<file path="src/rtl/gpio_link_protocol.sv">
// Full-duplex nibble link for the two-board battleship connection: 16-bit messages
// travel as four MSB-first nibbles, each under a four-phase req/ack handshake.
module gpio_link_protocol #(
   parameter int SETUP_CYCLES   = 2,
   parameter int TIMEOUT_CYCLES = 50000
) (
   input  logic        clock,
   input  logic        reset,
   input  logic [15:0] tx_data,
   input  logic        tx_start,
   output logic        tx_busy,
   output logic        tx_done,
   output logic [15:0] rx_data,
   output logic        rx_valid,
   output logic        timeout_error,
   output logic [5:0]  link_out,
   input  logic [5:0]  link_in
);

   localparam int CMAX = (TIMEOUT_CYCLES > SETUP_CYCLES) ? TIMEOUT_CYCLES : SETUP_CYCLES;
   localparam int CW   = $clog2(CMAX + 1);
   localparam logic [CW-1:0] TIMEOUT_LAST = CW'(TIMEOUT_CYCLES - 1);
   localparam logic [CW-1:0] SETUP_LAST   = CW'(SETUP_CYCLES - 1);

   typedef enum logic [2:0] {TX_IDLE, TX_SETUP, TX_REQ_HI, TX_REQ_LO, TX_DONE} tx_state_t;
   typedef enum logic {RX_IDLE, RX_ACK_HI} rx_state_t;

   tx_state_t     tx_state, tx_next;
   rx_state_t     rx_state, rx_next;
   logic [1:0]    req_pipe, ack_pipe;
   logic          req_sync, ack_sync;
   logic [CW-1:0] tx_cnt, rx_cnt;
   logic [15:0]   tx_shift, rx_asm;
   logic [1:0]    tx_idx;
   logic [2:0]    rx_count;
   logic          tx_abort, rx_resync, rx_capture, rx_release;
   logic          tx_req, rx_ack;

   assign req_sync = req_pipe[1];
   assign ack_sync = ack_pipe[1];

   // Only the handshake strobes are synchronised; the nibble is sampled once req is stable.
   always_ff @(posedge clock or posedge reset) begin
      if (reset) begin
         req_pipe <= 2'b00;
         ack_pipe <= 2'b00;
      end else begin
         req_pipe <= {req_pipe[0], link_in[4]};
         ack_pipe <= {ack_pipe[0], link_in[5]};
      end
   end

   always_ff @(posedge clock or posedge reset) begin
      if (reset) tx_state <= TX_IDLE;
      else       tx_state <= tx_next;
   end

   always_comb begin
      tx_next  = tx_state;
      tx_abort = 1'b0;
      case (tx_state)
         TX_IDLE:   if (tx_start) tx_next = TX_SETUP;
         TX_SETUP:  if (tx_cnt == SETUP_LAST) tx_next = TX_REQ_HI;
         TX_REQ_HI: begin
            if (ack_sync) tx_next = TX_REQ_LO;
            else if (tx_cnt == TIMEOUT_LAST) begin
               tx_next  = TX_IDLE;
               tx_abort = 1'b1;
            end
         end
         TX_REQ_LO: begin
            if (!ack_sync) tx_next = (tx_idx == 2'd3) ? TX_DONE : TX_SETUP;
            else if (tx_cnt == TIMEOUT_LAST) begin
               tx_next  = TX_IDLE;
               tx_abort = 1'b1;
            end
         end
         TX_DONE:   tx_next = TX_IDLE;
         default:   tx_next = TX_IDLE;
      endcase
   end

   // The wait counter restarts on every state change, so one counter times setup and both waits.
   always_ff @(posedge clock or posedge reset) begin
      if (reset) begin
         tx_cnt   <= '0;
         tx_shift <= 16'h0000;
         tx_idx   <= 2'd0;
      end else begin
         if (tx_next != tx_state || tx_state == TX_IDLE) tx_cnt <= '0;
         else                                             tx_cnt <= tx_cnt + 1'b1;
         if (tx_state == TX_IDLE && tx_start) begin
            tx_shift <= tx_data;
            tx_idx   <= 2'd0;
         end else if (tx_state == TX_REQ_LO && tx_next == TX_SETUP) begin
            tx_shift <= {tx_shift[11:0], 4'h0};
            tx_idx   <= tx_idx + 2'd1;
         end
      end
   end

   always_comb begin
      tx_req  = (tx_state == TX_REQ_HI);
      tx_busy = (tx_state != TX_IDLE);
      tx_done = (tx_state == TX_DONE);
   end

   always_ff @(posedge clock or posedge reset) begin
      if (reset) rx_state <= RX_IDLE;
      else       rx_state <= rx_next;
   end

   always_comb begin
      rx_next    = rx_state;
      rx_resync  = 1'b0;
      rx_capture = 1'b0;
      rx_release = 1'b0;
      case (rx_state)
         RX_IDLE: begin
            if (req_sync) begin
               rx_next    = RX_ACK_HI;
               rx_capture = 1'b1;
            end else if (rx_count != 3'd0 && rx_cnt == TIMEOUT_LAST) begin
               rx_resync = 1'b1;
            end
         end
         RX_ACK_HI: begin
            if (!req_sync) begin
               rx_next    = RX_IDLE;
               rx_release = 1'b1;
            end else if (rx_cnt == TIMEOUT_LAST) begin
               rx_next   = RX_IDLE;
               rx_resync = 1'b1;
            end
         end
         default: rx_next = RX_IDLE;
      endcase
   end

   // An idle receiver with no partial message has nothing to time out, so its counter rests at zero.
   always_ff @(posedge clock or posedge reset) begin
      if (reset) begin
         rx_cnt   <= '0;
         rx_asm   <= 16'h0000;
         rx_count <= 3'd0;
         rx_data  <= 16'h0000;
         rx_valid <= 1'b0;
      end else begin
         rx_valid <= 1'b0;
         if (rx_next != rx_state || rx_resync || (rx_state == RX_IDLE && rx_count == 3'd0))
            rx_cnt <= '0;
         else
            rx_cnt <= rx_cnt + 1'b1;
         if (rx_capture) begin
            rx_asm   <= {rx_asm[11:0], link_in[3:0]};
            rx_count <= rx_count + 3'd1;
         end else if (rx_resync) begin
            rx_count <= 3'd0;
         end else if (rx_release && rx_count == 3'd4) begin
            rx_data  <= rx_asm;
            rx_valid <= 1'b1;
            rx_count <= 3'd0;
         end
      end
   end

   always_ff @(posedge clock or posedge reset) begin
      if (reset) timeout_error <= 1'b0;
      else       timeout_error <= tx_abort | rx_resync;
   end

   always_comb begin
      rx_ack   = (rx_state == RX_ACK_HI);
      link_out = {rx_ack, tx_req, tx_shift[15:12]};
   end

endmodule

</file>
<file path="config.mk">
export PLATFORM = sky130hd
export DESIGN_NAME = gpio_link_protocol
export DESIGN_NICKNAME = d
export VERILOG_FILES = /design/src/rtl/gpio_link_protocol.sv
export SDC_FILE = /design/constraint.sdc
export NUM_CORES = 1
export LEC_CHECK = 0
export BUFFER_PORTS_ARGS = -buffer_cell sky130_fd_sc_hd__buf_2
export CAP_MARGIN = 20
export CORE_MARGIN = 4
export CORE_UTILIZATION = 38
export DETAILED_ROUTE_END_ITERATION = 16
export PLACE_DENSITY = 0.68
export SETUP_SLACK_MARGIN = 0.3
export SKIP_LAST_GASP = 1
export SYNTH_ARGS = -nofsm -noshare
export SYNTH_HDL_FRONTEND = slang
export SYNTH_SLANG_ARGS = --single-unit
</file>
<file path="constraint.sdc">
create_clock -name clock -period 2.7 [get_ports clock]
set_input_delay 0.135 -clock clock [delete_from_list [all_inputs] [get_ports clock]]
set_output_delay 0.135 -clock clock [all_outputs]
set_load 0.01 [all_outputs]
</file>
[Word level (Yosys, flattened, before mapping)]
Cells that the tools add are included.
Operators by class
  add/sub/neg operators: 4
  multiply operators: 0
  div/mod/pow operators: 0
  magnitude comparators: 0
  equality and inequality tests: 12
  shifts and indexed selects: 0
  mux-type cells: 35
  bitwise gates (word level): 4
  reduce and logical (&&, ||, !) cells: 15
Operators by type and width (number)
  two-way mux 16 bit: 4
  adder 16 x 1 -> 16 bit, second input constant: 2
  == test 16 bit, second input constant: 2
  two-way mux 3 bit: 9
  == test 16 x 1 -> 1 bit, second input constant: 1
  two-way mux 1 bit: 16
  one-hot mux 3 bit (4 select lines): 1
  nonzero test 3 bit: 3
  == test 3 x 1 -> 1 bit, second input constant: 2
  == test 3 x 2 -> 1 bit, second input constant: 2
  == test 3 bit, second input constant: 2
  zero test 3 bit: 2
  one-hot mux 1 bit (2 select lines): 3
  logical AND 1 bit: 5
  two-way mux 2 bit: 2
  adder 3 x 1 -> 3 bit, second input constant: 1
  logical OR 1 bit: 3
  inequality test 3 bit: 1
  inverter 1 bit: 3
  AND reduction 3 bit: 1
  adder 2 x 1 -> 2 bit, second input constant: 1
  == test 2 bit, second input constant: 1
  nonzero test 2 bit: 1
  inequality test 1 bit: 1
  OR 1 bit: 1
Word-level totals
  register bits after elaboration: 95
  bits in latches: 0
  memory bits (writable): 0
  memory bits (read-only): 0
  bits of input ports: 25
  output and inout port bits: 26
  word-level logic and storage cells: 83
  memories kept: 0

[Depth between registers and ports, before layout]
Gate-level depths: netlist of the first run.
  depth after elaboration: 8
  depth in mapped cells: 8
  mapped depth without buffers: 7

[Worst setup path after synthesis of the first run]
No wires, ideal clock.
  path kind: register -> register
  start: reg tx_cnt[10]
  end: reg tx_cnt[10]
  library setup time: 0.119 ns
  arrival time: 1.761 ns
  required time: 2.581 ns
  setup slack: 0.820 ns
  cell stages (with the launch flop): 7
  clock period less this slack: 1.880 ns
  cell sequence: dfrtp_1 or4_4 nor2b_4 a311oi_2 o31ai_4 buf_6 nor2_1
On the way
  word-level cells in the longest chain between the ends: 7
  elaborated cells on any way between the ends: 11
  those cells by class: add/sub (1); eq/ne (3); mux (6); reduce/logical (1)
RTL lines
  start, declared: RTL line 32  | logic [CW-1:0] tx_cnt, rx_cnt;
  start signal, assigned: RTL line 91  | else tx_cnt <= tx_cnt + 1'b1;
  == test 16 bit: RTL line 66, 73
  two-way mux 3 bit: RTL line 66, 73
  two-way mux 3 bit, on equally long branches: RTL line 72, 65
  one-hot mux 3 bit (4 select lines): RTL line 61  | case (tx_state)
  inequality test 3 bit: RTL line 90  | if (tx_next != tx_state || tx_state == TX_IDLE) tx_cnt <= '0;
  logical OR 1 bit: RTL line 90
  two-way mux 16 bit *: RTL line 90
Every way passes the cells marked *; elsewhere a longest branch is shown, timed or not.
A chain may end at the register's enable or synchronous reset.

[Final worst setup path of the first run]
  start: reg tx_state[2]
  end: reg tx_shift[4]
On the way
  word-level cells in the longest chain between the ends: 6
  elaborated cells on any way between the ends: 15
  those cells by class: eq/ne (4); mux (7); reduce/logical (4)
RTL lines
  start, declared: RTL line 28  | tx_state_t tx_state, tx_next;
  start signal, assigned: RTL line 55  | else tx_state <= tx_next;
  two-way mux 3 bit: RTL line 66, 73
  two-way mux 3 bit, on equally long branches: RTL line 72, 65
  one-hot mux 3 bit (4 select lines): RTL line 61
  == test 3 x 1 -> 1 bit: RTL line 95  | end else if (tx_state == TX_REQ_LO && tx_next == TX_SETUP) begin
  logical AND 1 bit: RTL line 95
  nonzero test 2 bit (no source line)
  end signal, assigned: RTL line 93  | tx_shift <= tx_data;
  end signal, assigned: RTL line 96  | tx_shift <= {tx_shift[11:0], 4'h0};
  end, declared: RTL line 33  | logic [15:0] tx_shift, rx_asm;
Several ways; a longest one is shown, not always the timed one.

==> metrics.md, run 1 <==
| Metric | Value |
|---|---|
| Max-slew violation count | `0` |
| Final HPWL DP | `5160 microns` |
| WP data arrival | `2240 ps` |
| YS warnings | `0` |
| Final Power | `4.43 mW` |
| CTS Sinks | `95` |
| Drt total wl | `7790 microns` |
| Status | `complete, no violations` |
| Synth Area in XOR/XNOR | `0.0575` |
| Port bufs | `50` |
| Max clock buf depth | `2` |
| Clock Tree Root | `clkbuf_16` |
| Met2 Use GR | `0.216` |
| Avg Cell Area, Syn | `10.6 sq um` |
| Die Y | `114 microns` |
| First-pass GRT wire length | `about 14000 microns` |
| Starting Density | `0.390` |
| Total track usage | `0.128` |
| Crit. End Element | `flop` |
| Largest family of logic cells by synthesized area | `simple AND/OR/NAND/NOR gates` |
| CTS tree | `yes` |
| Clock transition at path regs | `70 ps` |
| WP data required | `2920 ps` |
| Final instance area | `about 5000 sq um` |
| I/O Pins | `approximately 50` |
| Crit Path Class | `flop to flop` |
| Hold Crit Class | `input port to flop` |
| Htree depth | `3` |
| Area after DPL | `4630 sq um` |
| DRT iter0 DRCs | `130` |
| CP Max Fanout | `19` |
| Slew headroom | `0.457` |
| Setup_tns | `0 ps` |
| Mux cell area share after synthesis | `0.0422` |
| Async SR Flop Fraction | `1.00` |
| Worst-margin pin slew | `between 800 and 900 ps` |
| # nets final | `490` |
| Setup WS pre-CTS | `447 ps` |
| CTS Buf Count | `9` |
| Number of synthesized flops with an enable pin | `0` |
| Die span in x | `114 microns` |
| Setup WS post-layout | `672 ps` |
| Compound-Gate Fraction of Synth Area | `0.0627` |
| Minimum clock period | `2030 ps` |
| Maxcap violations | `0` |
| Cell row count | `38` |
| Syn nets | `435` |
| DRC errors left | `0` |
| Die area | `13000 sq um` |
| Global route total overflow | `0` |
| Setup Viol. Count Final | `0` |
| Via density | `4.93` |
| Post-Synth Adder-Cell Area | `0.0176` |
| Global route hottest layer | `met2` |
| Placer Congestion | `0.785` |
| Vias in the first global route | `3026` |
| Routed Antenna Nets | `0` |
| Layout cells sized above 1 | `0.218` |
| Antenna violations before repair | `0` |
| Max Freq | `493 MHz` |
| Pwr/cell area | `883 nW/um^2` |
| Cell Area, Synth | `4270 sq um` |
| Final Cycle Share | `0.751` |
| Synth Register Bits | `95` |
| Largest net degree at the start of global routing | `96` |
| Layout area overhead | `17.4%` |
| Max IR drop VDD | `roughly 0.4 mV` |
| P_leak | `2.40 nW` |
| Diodes inserted | `0` |
| # fillers | `1024` |
| Synth Flop Type | `dfrtp_1` |
| GR Util met3 | `0.0345` |
| Clock skew | `3.93 ps` |
| Synth Area in Simple Gates | `0.223` |
| Wire per inst | `12.9 microns` |
| RSZ-0062 raised after global routing | `no` |
| Crit start category | `flop` |
| Core ar. | `approximately 11000 sq um` |
| Seq/Total Area, Yosys | `0.557` |
| Met1 Use GR | `0.166` |
| Vias | `2976` |
| Clock Latency Late Sink | `330 ps` |
| Post-Synthesis Cells | `404` |
| Yosys cell types | `47` |
| Fin. Hold Viols | `0` |
| First drt pass iteration count | `4` |
==> per-stage QoR <==
step | cells | hold WS, ps | utilization
finish | 604 | 32.3 | 0.458
global placement | 580 | 244 | 0.423
CTS | 603 | 15.2 | 0.456
global route | 604 | 24.2 | 0.458
floorplan | 404 | 166 | -
detailed placement | 580 | 244 | 0.423
==> cell families (layout without fill, tap and decap cells) <==
logic type,Yosys count,in the layout
buffers and inverters,32,92
AND/OR/NAND/NOR,195,195
AO/OA/AOI/OAI,32,32
flip-flops,95,95
XOR/XNOR,28,28
adder cells (fa/ha/maj),6,6
multiplexers,16,16
==> registers in the layout (all words and copies together), names as in the netlist <==
register,count
tx_state,3
ack_pipe,2
tx_shift,16
rx_count,3
tx_idx,2
rx_valid,1
rx_cnt,16
timeout_error,1
rx_asm,16
rx_ack,1
rx_data,16
tx_cnt,16
req_pipe,2
==> layout make-up <==
class	count	area, sq um	area share
clock inverter	7	66.3	0.0132
timing repair buffer	64	398	0.0794
multi-input combinational	277	1720	0.343
tap	140	175	0.0350
sequential	95	2380	0.474
inverter	12	48.8	0.00974
clock buffer	9	225	0.0449
==> power by group <==
group          switching, mW  total (mW)  internal (mW)
Combinational          0.641        1.21          0.573
Clock                  0.565        1.21          0.647
Sequential             0.221        2.00           1.78
Total                   1.43        4.43           3.00
==> per-layer routing <==
| layer | vias up | wire length, microns |
|---|---|---|
| li1 | 1478 | - |
| met1 | 1453 | 3680 |
| met2 | 40 | 3760 |
| met3 | 5 | 300 |
| met4 | 0 | 42 |
| met5 | - | 0 |
==> critical path: stages, from the launching register on <==
cell     delay, ps
dfrtp_1        510
nor2b_1        300
nand3_1        480
and3_1         370
a221o_1        260
==> synthesized netlist by cell type (2+ instances only) <==
master     n  area [sq um]
or2_2      2          12.5
nor2_1    39           146
nor4b_1    2          17.5
dfrtp_1   95          2380
nor2b_1    7          43.8
a31oi_1    2          12.5
or3_1      3          18.8
nand2_1   71           267
mux2_2    16           180
nand2b_1   4          25.0
nor4_1     2          12.5
inv_1     10          37.5
and3_1    21           131
a21oi_1    4          20.0
clkbuf_1  11          41.3
nand4_1    2          12.5
nand3_1   24           120
buf_4      6          45.0
nor3_1     5          25.0
ha_1       6          75.1
xnor2_1   16           140
a221o_1   12           120
o21ai_0    6          30.0
xor2_1    12           105
and4_2     2          20.0
clkbuf_8   2          27.5
nor4bb_1   2          20.0
==> layout by cell type (no fill, tap or decap), types with 2 or more instances in the layout <==
master | synthesis | routed
buf_12 | 0 | 2
dfrtp_1 | 95 | 95
and4_2 | 2 | 2
nand2_1 | 71 | 71
buf_2 | 0 | 50
a21oi_1 | 4 | 4
ha_1 | 6 | 6
clkbuf_16 | 0 | 9
a221o_1 | 12 | 12
xnor2_1 | 16 | 16
nand3_1 | 24 | 24
a31oi_1 | 2 | 2
nor4_1 | 2 | 2
dlygate4sd3_1 | 0 | 7
and3_1 | 21 | 21
xor2_1 | 12 | 12
buf_4 | 6 | 5
inv_1 | 10 | 9
nand2b_1 | 4 | 4
clkinvlp_4 | 0 | 3
mux2_2 | 16 | 16
nor4bb_1 | 2 | 2
or2_2 | 2 | 2
o21ai_0 | 6 | 6
clkinv_4 | 0 | 2
inv_8 | 0 | 3
nor3_1 | 5 | 5
nand4_1 | 2 | 2
nor4b_1 | 2 | 2
nor2_1 | 39 | 39
nor2b_1 | 7 | 7
or3_1 | 3 | 3
==> final timing paths <==
| kind | from | endpoint | slack [ps] | depth (start not counted) |
|---|---|---|---|---|
| hold reg to reg | req_pipe[0] | req_pipe[1] | 350 | 0 |
| hold / removal | tx_data[10] | tx_shift[10] | 30 | 2 |
| setup reg to reg | tx_state[2] | tx_shift[4] | 670 | 4 |
| setup / recovery | tx_state[2] | tx_shift[4] | 670 | 4 |
| max in group asynchronous | reset | tx_idx[0] | 1830 | 4 |
| min in group asynchronous | reset | req_pipe[0] | 490 | 4 |
==> what timing repair did <==
action | in CTS | in global routing
setup endpoints to repair | 0 | 16
hold buffers | 7 | 0
buffers inserted | 0 | 1
gates resized for setup | 0 | 0
hold endpoints to repair | 101 | 0
Power figures use the tool's default switching activity.
==> run 2, diff against run 1 <==
--- a/config.mk
+++ b/config.mk
@@ -5,6 +5,7 @@
 export SDC_FILE = /design/constraint.sdc
 export NUM_CORES = 1
 export LEC_CHECK = 0
+export ABC_AREA = 1
 export BUFFER_PORTS_ARGS = -buffer_cell sky130_fd_sc_hd__buf_2
 export CAP_MARGIN = 20
 export CORE_MARGIN = 4
==> constraint.sdc (replaced) <==
create_clock -name clock -period 1.8 [get_ports clock]
set_input_delay 0.09 -clock clock [delete_from_list [all_inputs] [get_ports clock]]
set_output_delay 0.09 -clock clock [all_outputs]
set_load 0.01 [all_outputs]
==> metrics.md, run 2 <==
| Metric | Value |
|---|---|
| Pwr/cell area | `1230 nW/um^2 (was 883 nW/um^2)` |
| Reg-to-Reg End | `tx_cnt[0] (was tx_shift[4])` |
| Register area | `2380 sq um (about the same)` |
| First drt pass iteration count | `4 (unchanged)` |
| DRC errors left | `0 (unchanged)` |
| Crit start category | `flop (unchanged)` |
| P_leak | `2.91 nW (was 2.40 nW)` |
| Crit. End Element | `flop (unchanged)` |
| Worst hold path cell count | `5 (was 2)` |
| Htree depth | `3 (unchanged)` |
| Post-Synthesis Cells | `549 (was 404)` |
| Fin. Hold Viols | `0 (unchanged)` |
| CTS Buf Count | `9 (unchanged)` |
| Synth Register Bits | `95 (unchanged)` |
| WP data required | `2060 ps (was 2920 ps)` |
| Max Freq | `561 MHz (was 493 MHz)` |
| # nets final | `670 (was 490)` |
| Area leader, netlist | `dfrtp_1 (unchanged)` |
| Cell row count | `40 (was 38)` |
| Die span in x | `118 microns (was 114 microns)` |
| Crit Path Class | `flop to flop (unchanged)` |
| Number of synthesized flops with an enable pin | `0 (unchanged)` |
| Core ar. | `12000 sq um (was 10900 sq um)` |
| RSZ-0062 raised after global routing | `yes (was no)` |
| Most common cell in the netlist | `nand2_1 (was dfrtp_1)` |
| I/O Pins | `51 (unchanged)` |
| Avg Cell Area, Syn | `8.43 sq um (was 10.6 sq um)` |
| Syn nets | `580 (was 435)` |
| Clock Tree Root | `clkbuf_16 (unchanged)` |
| Diodes inserted | `0 (unchanged)` |
| Post-synth top cells | `nand2_1, dfrtp_1, inv_1, nor2_1, o21ai_0 (was dfrtp_1, nand2_1, nor2_1, nand3_1, and3_1)` |
| Clock skew | `9.60 ps (was 3.93 ps)` |
| Setup Viol. Count Final | `0 (unchanged)` |
| Final HPWL DP | `6480 microns (was 5160 microns)` |
| YS warnings | `0 (unchanged)` |
| Synth top area share | `0.513 (was 0.557)` |
| Cell Area, Synth | `4630 sq um (was 4270 sq um)` |
| Starting Density | `0.387 (was 0.390)` |
| Worst min-delay path startpoint | `tx_data[10] (unchanged)` |
| Final Cycle Share | `0.990 (was 0.751)` |
| CP Max Fanout | `8 (was 19)` |
| Wire per inst | `13.6 microns (was 12.9 microns)` |
| Vias in the first global route | `3814 (was 3026)` |
| Most frequent cells in the layout | `nand2_1, dfrtp_1, inv_1 (was dfrtp_1, nand2_1, buf_2)` |
| DRT iter0 DRCs | `185 (was 130)` |
| Post-Route Hold Slack | `56.5 ps (was 32.3 ps)` |
| CTS tree | `yes (unchanged)` |
| Global route total overflow | `0 (unchanged)` |
| Worst-margin pin slew | `562 ps (was 807 ps)` |
| Total track usage | `0.147 (was 0.128)` |
| Placer Congestion | `0.890 (was 0.785)` |
| Vias | `3896 (was 2976)` |
| FF-to-FF path depth | `9 (was 4)` |
| Clock Latency Late Sink | `340 ps (was 330 ps)` |
| Yosys cell types | `33 (was 47)` |
| Non-Filler Instances | `791 (was 604)` |
| Layout area overhead | `31.9% (was 17.4%)` |
| Seq/Total Area, Yosys | `0.513 (was 0.557)` |
| Routed Antenna Nets | `0 (unchanged)` |
| Layout cells sized above 1 | `0.334 (was 0.218)` |
| Max IR drop VDD | `0.765 mV (was 0.412 mV)` |
| Clock transition at path regs | `70 ps (about the same)` |
| Commonest non-fill, non-tap cell in the layout | `nand2_1 (was dfrtp_1)` |
| Drt total wl | `10700 microns (was 7790 microns)` |
| Antenna violations before repair | `0 (unchanged)` |
| Max clock buf depth | `2 (unchanged)` |
| Hold Crit Class | `input port to flop (unchanged)` |
| Maxcap violations | `0 (unchanged)` |
| First-pass GRT wire length | `17500 microns (was 13800 microns)` |
| Largest net degree at the start of global routing | `46 (was 96)` |
| Via density | `4.93 (about the same)` |
| Minimum clock period | `1780 ps (was 2030 ps)` |
| Die Y | `118 microns (was 114 microns)` |
| Setup slack, reg-to-reg | `20 ps (was 670 ps)` |
| Die area | `14000 sq um (was 13000 sq um)` |
| CTS Sinks | `95 (unchanged)` |
| # fillers | `1044 (was 1024)` |
| FF-to-FF Start | `tx_state[2] (unchanged)` |
| Port bufs | `50 (unchanged)` |
| Max-slew violation count | `0 (unchanged)` |
| Status | `complete, no violations (unchanged)` |
| Slew headroom | `0.625 (was 0.457)` |
| Worst Hold End | `tx_shift[10] (unchanged)` |
| Synth area leaders | `dfrtp_1, nand2_1, inv_1 (was dfrtp_1, nand2_1, mux2_2)` |
| # placed instances | `739 (was 580)` |
| Synth Flop Type | `dfrtp_1 (unchanged)` |
| WP data arrival | `2050 ps (was 2240 ps)` |
| Async SR Flop Fraction | `1.00 (unchanged)` |
| Area of the multi-input gates | `2320 sq um (was 1720 sq um)` |
-- run 2: changes by cell type after synthesis, moves of 7 or more --
| cell | previous run | this run |
|---|---|---|
| nor2_4 | 0 | 11 |
| nor2b_1 | 7 | 0 |
| xnor2_1 | 16 | 4 |
| mux2_2 | 16 | 0 |
| inv_1 | 10 | 57 |
| nand3_1 | 24 | 35 |
| a221o_1 | 12 | 0 |
| o21ai_0 | 6 | 38 |
| nand2_1 | 71 | 161 |
| and3_1 | 21 | 1 |
| nor2_1 | 39 | 47 |
-- run 2: timing repair --
action	in CTS	in global routing
pin swaps	12	23
endpoints found under the hold margin	105	0
gates resized for setup	41	48
cloned	2	0
endpoints found under the setup margin	54	56
hold buffers	11	0
setup buffers	10	13
-- run 2: worst max-delay path by stage --
stage	startpoint	endpoint	slack, ps	depth (start not counted)
finish	tx_state[2]	tx_cnt[0]	20	9
detailed placement	tx_state[2]	tx_cnt[9]	-30	9
CTS	tx_cnt[0]	tx_cnt[12]	70	11
floorplan	tx_cnt[0]	tx_idx[1]	200	9
global placement	tx_cnt[0]	tx_shift[4]	50	9
global route	tx_state[2]	tx_cnt[0]	-70	9
-- run 2: cell type report --
| class | count | area share |
|---|---|---|
| flip-flops and latches | 95 | 0.390 |
| multi-input cells | 371 | 0.380 |
| repair buffers | 98 | 0.109 |
| inverters | 64 | 0.0410 |
| clock buffers | 9 | 0.0369 |
| well taps | 147 | 0.0301 |
| clock inverters | 7 | 0.0133 |
-- run 2: where the power goes --
part	leakage [nW]	total [mW]	internal [mW]	switching (mW)
sequential	1.25	2.87	2.59	0.285
clock	0.140	1.94	1.09	0.846
combinational	1.52	2.70	1.01	1.70
total	2.91	7.52	4.69	2.83
-- run 2: logic make-up (layout without fill, tap and decap cells) --
logic type / Yosys count / in the layout / synth area share
buffers and inverters: 85 / 178 / 0.0811
and+or+nand+nor: 302 / 304 / 0.306
xor gates and xnor gates: 17 / 17 / 0.0322
AOI/OAI and AO/OA: 44 / 44 / 0.0508
adders and majority gates: 6 / 6 / 0.0162
DFF: 95 / 95 / 0.513
-- run 2: per-stage QoR --
step           instance area (sq um)  total power, mW  TNS (ps)  utilization  setup slack, ps
4_1_cts                         5810             7.31         0        0.486             69.7
2_1_floorplan                   4710             4.57         0            -              199
6_report                        6110             7.52         0        0.511             17.1
5_1_grt                         6110             8.00     -1080        0.511            -72.7
3_5_place_dp                    5110             4.99      -108        0.427            -29.5
3_3_place_gp                    5110             4.90         0        0.427             51.3
-- run 2: worst max-delay path, stage by stage (launching register included) --
cell and delay (ps):
dfrtp_2 470, nor3_4 260, nand2_2 120, nand3_4 120, nand2_2 70, nand2_2 70, nand2_2 60, nor2_4 250
nand2_8 170, nor2_2 110
-- run 2: layer usage --
layer	track usage	wire, microns	vias up
met5	0	0	-
met4	0.0572	180	0
li1	-	-	1899
met1	0.197	4750	1891
met2	0.234	5390	90
met3	0.0330	421	16
==> run 3, diff against run 2 <==
--- a/config.mk
+++ b/config.mk
@@ -10,6 +10,7 @@
 export CAP_MARGIN = 20
 export CORE_MARGIN = 4
 export CORE_UTILIZATION = 38
+export CTS_BUF_LIST = sky130_fd_sc_hd__clkbuf_2
 export DETAILED_ROUTE_END_ITERATION = 16
 export PLACE_DENSITY = 0.68
 export SETUP_SLACK_MARGIN = 0.3
==> metrics.md, run 3 (synthesized netlist as in run 2, its figures left out) <==
| Metric | Value |
|---|---|
| Total track usage | `0.148 (was 0.147)` |
| Worst-path cell chain | `inv_2 -> nor3_4 -> nand2_2 -> nand3_4 -> nand2_2 -> nand2_2 -> nand2_2 -> nor2_4 -> nand2_8 -> nor2_4 (was nor3_4 -> nand2_2 -> nand3_4 -> nand2_2 -> nand2_2 -> nand2_2 -> nor2_4 -> nand2_8 -> nor2_2)` |
| I/O Pins | `51 (unchanged)` |
| Clock Latency Late Sink | `570 ps (was 340 ps)` |
| Buf/Inv on CP | `1 (was 0)` |
| P_leak | `2.96 nW (was 2.91 nW)` |
| Layout area overhead | `34.9% (was 31.9%)` |
| Status | `finished with violations (was complete, no violations)` |
| Placer Congestion | `0.890 (unchanged)` |
| Max IR drop VDD | `0.693 mV (was 0.765 mV)` |
| Htree depth | `3 (unchanged)` |
| First drt pass iteration count | `5 (was 4)` |
| CP Depth | `10 (was 9)` |
| Commonest non-fill, non-tap cell in the layout | `nand2_1 (unchanged)` |
| FF-to-FF Start | `tx_state[1] (was tx_state[2])` |
| Power Internal | `4.06 mW (was 4.69 mW)` |
| Slew headroom | `0.633 (was 0.625)` |
| Final Cycle Share | `1.02 (was 0.990)` |
| Clock Tree Root | `clkbuf_2 (was clkbuf_16)` |
| Reg-to-Reg End | `tx_cnt[6] (was tx_cnt[0])` |
| First-pass GRT wire length | `17600 microns (was 17500 microns)` |
| Clock skew | `21.4 ps (was 9.60 ps)` |
| Core ar. | `12000 sq um (unchanged)` |
| CTS tree | `yes (unchanged)` |
| Minimum clock period | `1830 ps (was 1780 ps)` |
| CP endpoint | `tx_cnt[6] (was tx_cnt[0])` |
| Largest net degree at the start of global routing | `46 (unchanged)` |
| Die Y | `118 microns (unchanged)` |
| Pwr/cell area | `1100 nW/um^2 (was 1230 nW/um^2)` |
| Sw Ratio | `0.411 (was 0.376)` |
| FF-to-FF path depth | `10 (was 9)` |
| # nets final | `692 (was 670)` |
| CP max stage cell | `dfrtp_1 (was dfrtp_2)` |
| WP data arrival | `2360 ps (was 2050 ps)` |
| Wire per inst | `12.9 microns (was 13.6 microns)` |
| Crit. End Element | `flop (unchanged)` |
| Crit start category | `flop (unchanged)` |
| Crit path largest cell delay | `490 ps (was 470 ps)` |
| DRC errors left | `0 (unchanged)` |
| Max clock buf depth | `2 (unchanged)` |
| Sequential Power Share | `0.419 (was 0.382)` |
| Hold Crit Class | `input port to asynchronous set/reset pin (was input port to flop)` |
| Most used cell, CP | `nand2_2 (unchanged)` |
| Crit Path Class | `flop to flop (unchanged)` |
| Fin. Hold Viols | `0 (unchanged)` |
| Routed Antenna Nets | `0 (unchanged)` |
| Drt total wl | `10500 microns (was 10700 microns)` |
| Maxcap violations | `0 (unchanged)` |
| Setup slack, reg-to-reg | `-30 ps (was 20 ps)` |
| DRT iter0 DRCs | `187 (was 185)` |
| Worst Setup SP | `tx_state[1] (was tx_state[2])` |
| Setup WS post-layout | `-33.1 ps (was 17.1 ps)` |
| Vias | `3920 (was 3896)` |
| Clock share of power | `0.161 (was 0.258)` |
| Port bufs | `50 (unchanged)` |
| Layout cells sized above 1 | `0.356 (was 0.334)` |
| Psw | `2.83 mW (about the same)` |
| Post-Route Hold Slack | `115 ps (was 56.5 ps)` |
| Starting Density | `0.387 (unchanged)` |
| Clock transition at path regs | `270 ps (was 70 ps)` |
| Final HPWL DP | `6480 microns (unchanged)` |
| Diodes inserted | `0 (unchanged)` |
| Max-slew violation count | `0 (unchanged)` |
| WP data required | `2320 ps (was 2060 ps)` |
| Global route total overflow | `0 (unchanged)` |
| Cell row count | `40 (unchanged)` |
| CP Max Fanout | `8 (unchanged)` |
| RSZ-0062 raised after global routing | `yes (unchanged)` |
| Comb pwr share | `0.419 (was 0.360)` |
| Antenna violations before repair | `0 (unchanged)` |
| Max Freq | `546 MHz (was 561 MHz)` |
| Vias in the first global route | `3834 (was 3814)` |
| Die span in x | `118 microns (unchanged)` |
| Final Power | `6.89 mW (was 7.52 mW)` |
| Violated checks | `setup timing` |
| Die area | `14000 sq um (unchanged)` |
| CTS Sinks | `95 (unchanged)` |
| Setup Viol. Count Final | `17 (was 0)` |
| CP top delay family | `simple AND/OR/NAND/NOR gates (unchanged)` |
| CTS Buf Count | `9 (unchanged)` |
| Via density | `4.82 (was 4.93)` |
| Most frequent cells in the layout | `nand2_1, dfrtp_1, inv_1 (unchanged)` |
| Worst-margin pin slew | `551 ps (was 562 ps)` |
[run 3: area by class of cell]
type | count | area (sq um)
inverter | 64 | 250
clock inverter | 7 | 81.3
clock buffer | 9 | 45.0
timing repair buffer | 119 | 912
multi-input combinational | 372 | 2390
sequential | 95 | 2380
tap | 147 | 184
fill | 1041 | 5720
[run 3: power groups by stage]
| stage | Combinational [mW] | Sequential, mW | Clock (mW) |
|---|---|---|---|
| after floorplan | 1.66 | 2.91 | 0 |
| after global placement | 2.02 | 2.88 | 0 |
| after detailed placement | 2.10 | 2.89 | 0 |
| final | 2.89 | 2.89 | 1.11 |
| after global routing | 3.20 | 2.95 | 1.22 |
| after CTS | 2.54 | 2.86 | 1.13 |
[run 3: worst min-delay path: cells and delay by family]
family,cells,cell delay (ps)
buf+inv,4,1040
[run 3: worst min-delay path by stage]
stage                             end  slack, ps  cells after the start
after detailed placement  tx_shift[0]        210                      3
after global placement     rx_data[4]        200                      3
after CTS                   rx_asm[2]         80                      4
after floorplan           ack_pipe[0]        120                      0
final                     tx_shift[9]        110                      4
after global routing      tx_shift[8]        100                      4
[run 3: repair_timing]
action / in CTS / in global routing
buffers inserted: 15 / 15
gates resized for setup: 47 / 66
hold endpoints to repair: 119 / 0
cloned: 2 / 2
pin swaps: 15 / 31
hold buffers: 24 / 0
setup endpoints to repair: 57 / 66
[run 3: metrics by stage]
stage          instance area, sq um  setup WS, ps  TNS, ps   util  instances
2_1_floorplan                  4710           199        0      -        549
3_3_place_gp                   5110          51.3        0  0.427        739
3_5_place_dp                   5110         -29.5     -108  0.427        739
4_1_cts                        5820          39.8        0  0.487        796
5_1_grt                        6250          -142    -3400  0.522        813
6_report                       6250         -33.1     -222  0.522        813
[run 3: routing by layer]
metal	global-route usage	part of all wire	wire (microns)
met3	0.0306	0.044	457
met2	0.244	0.49	5100
met5	0	0	0
met4	0.0529	0.021	218
met1	0.195	0.45	4700
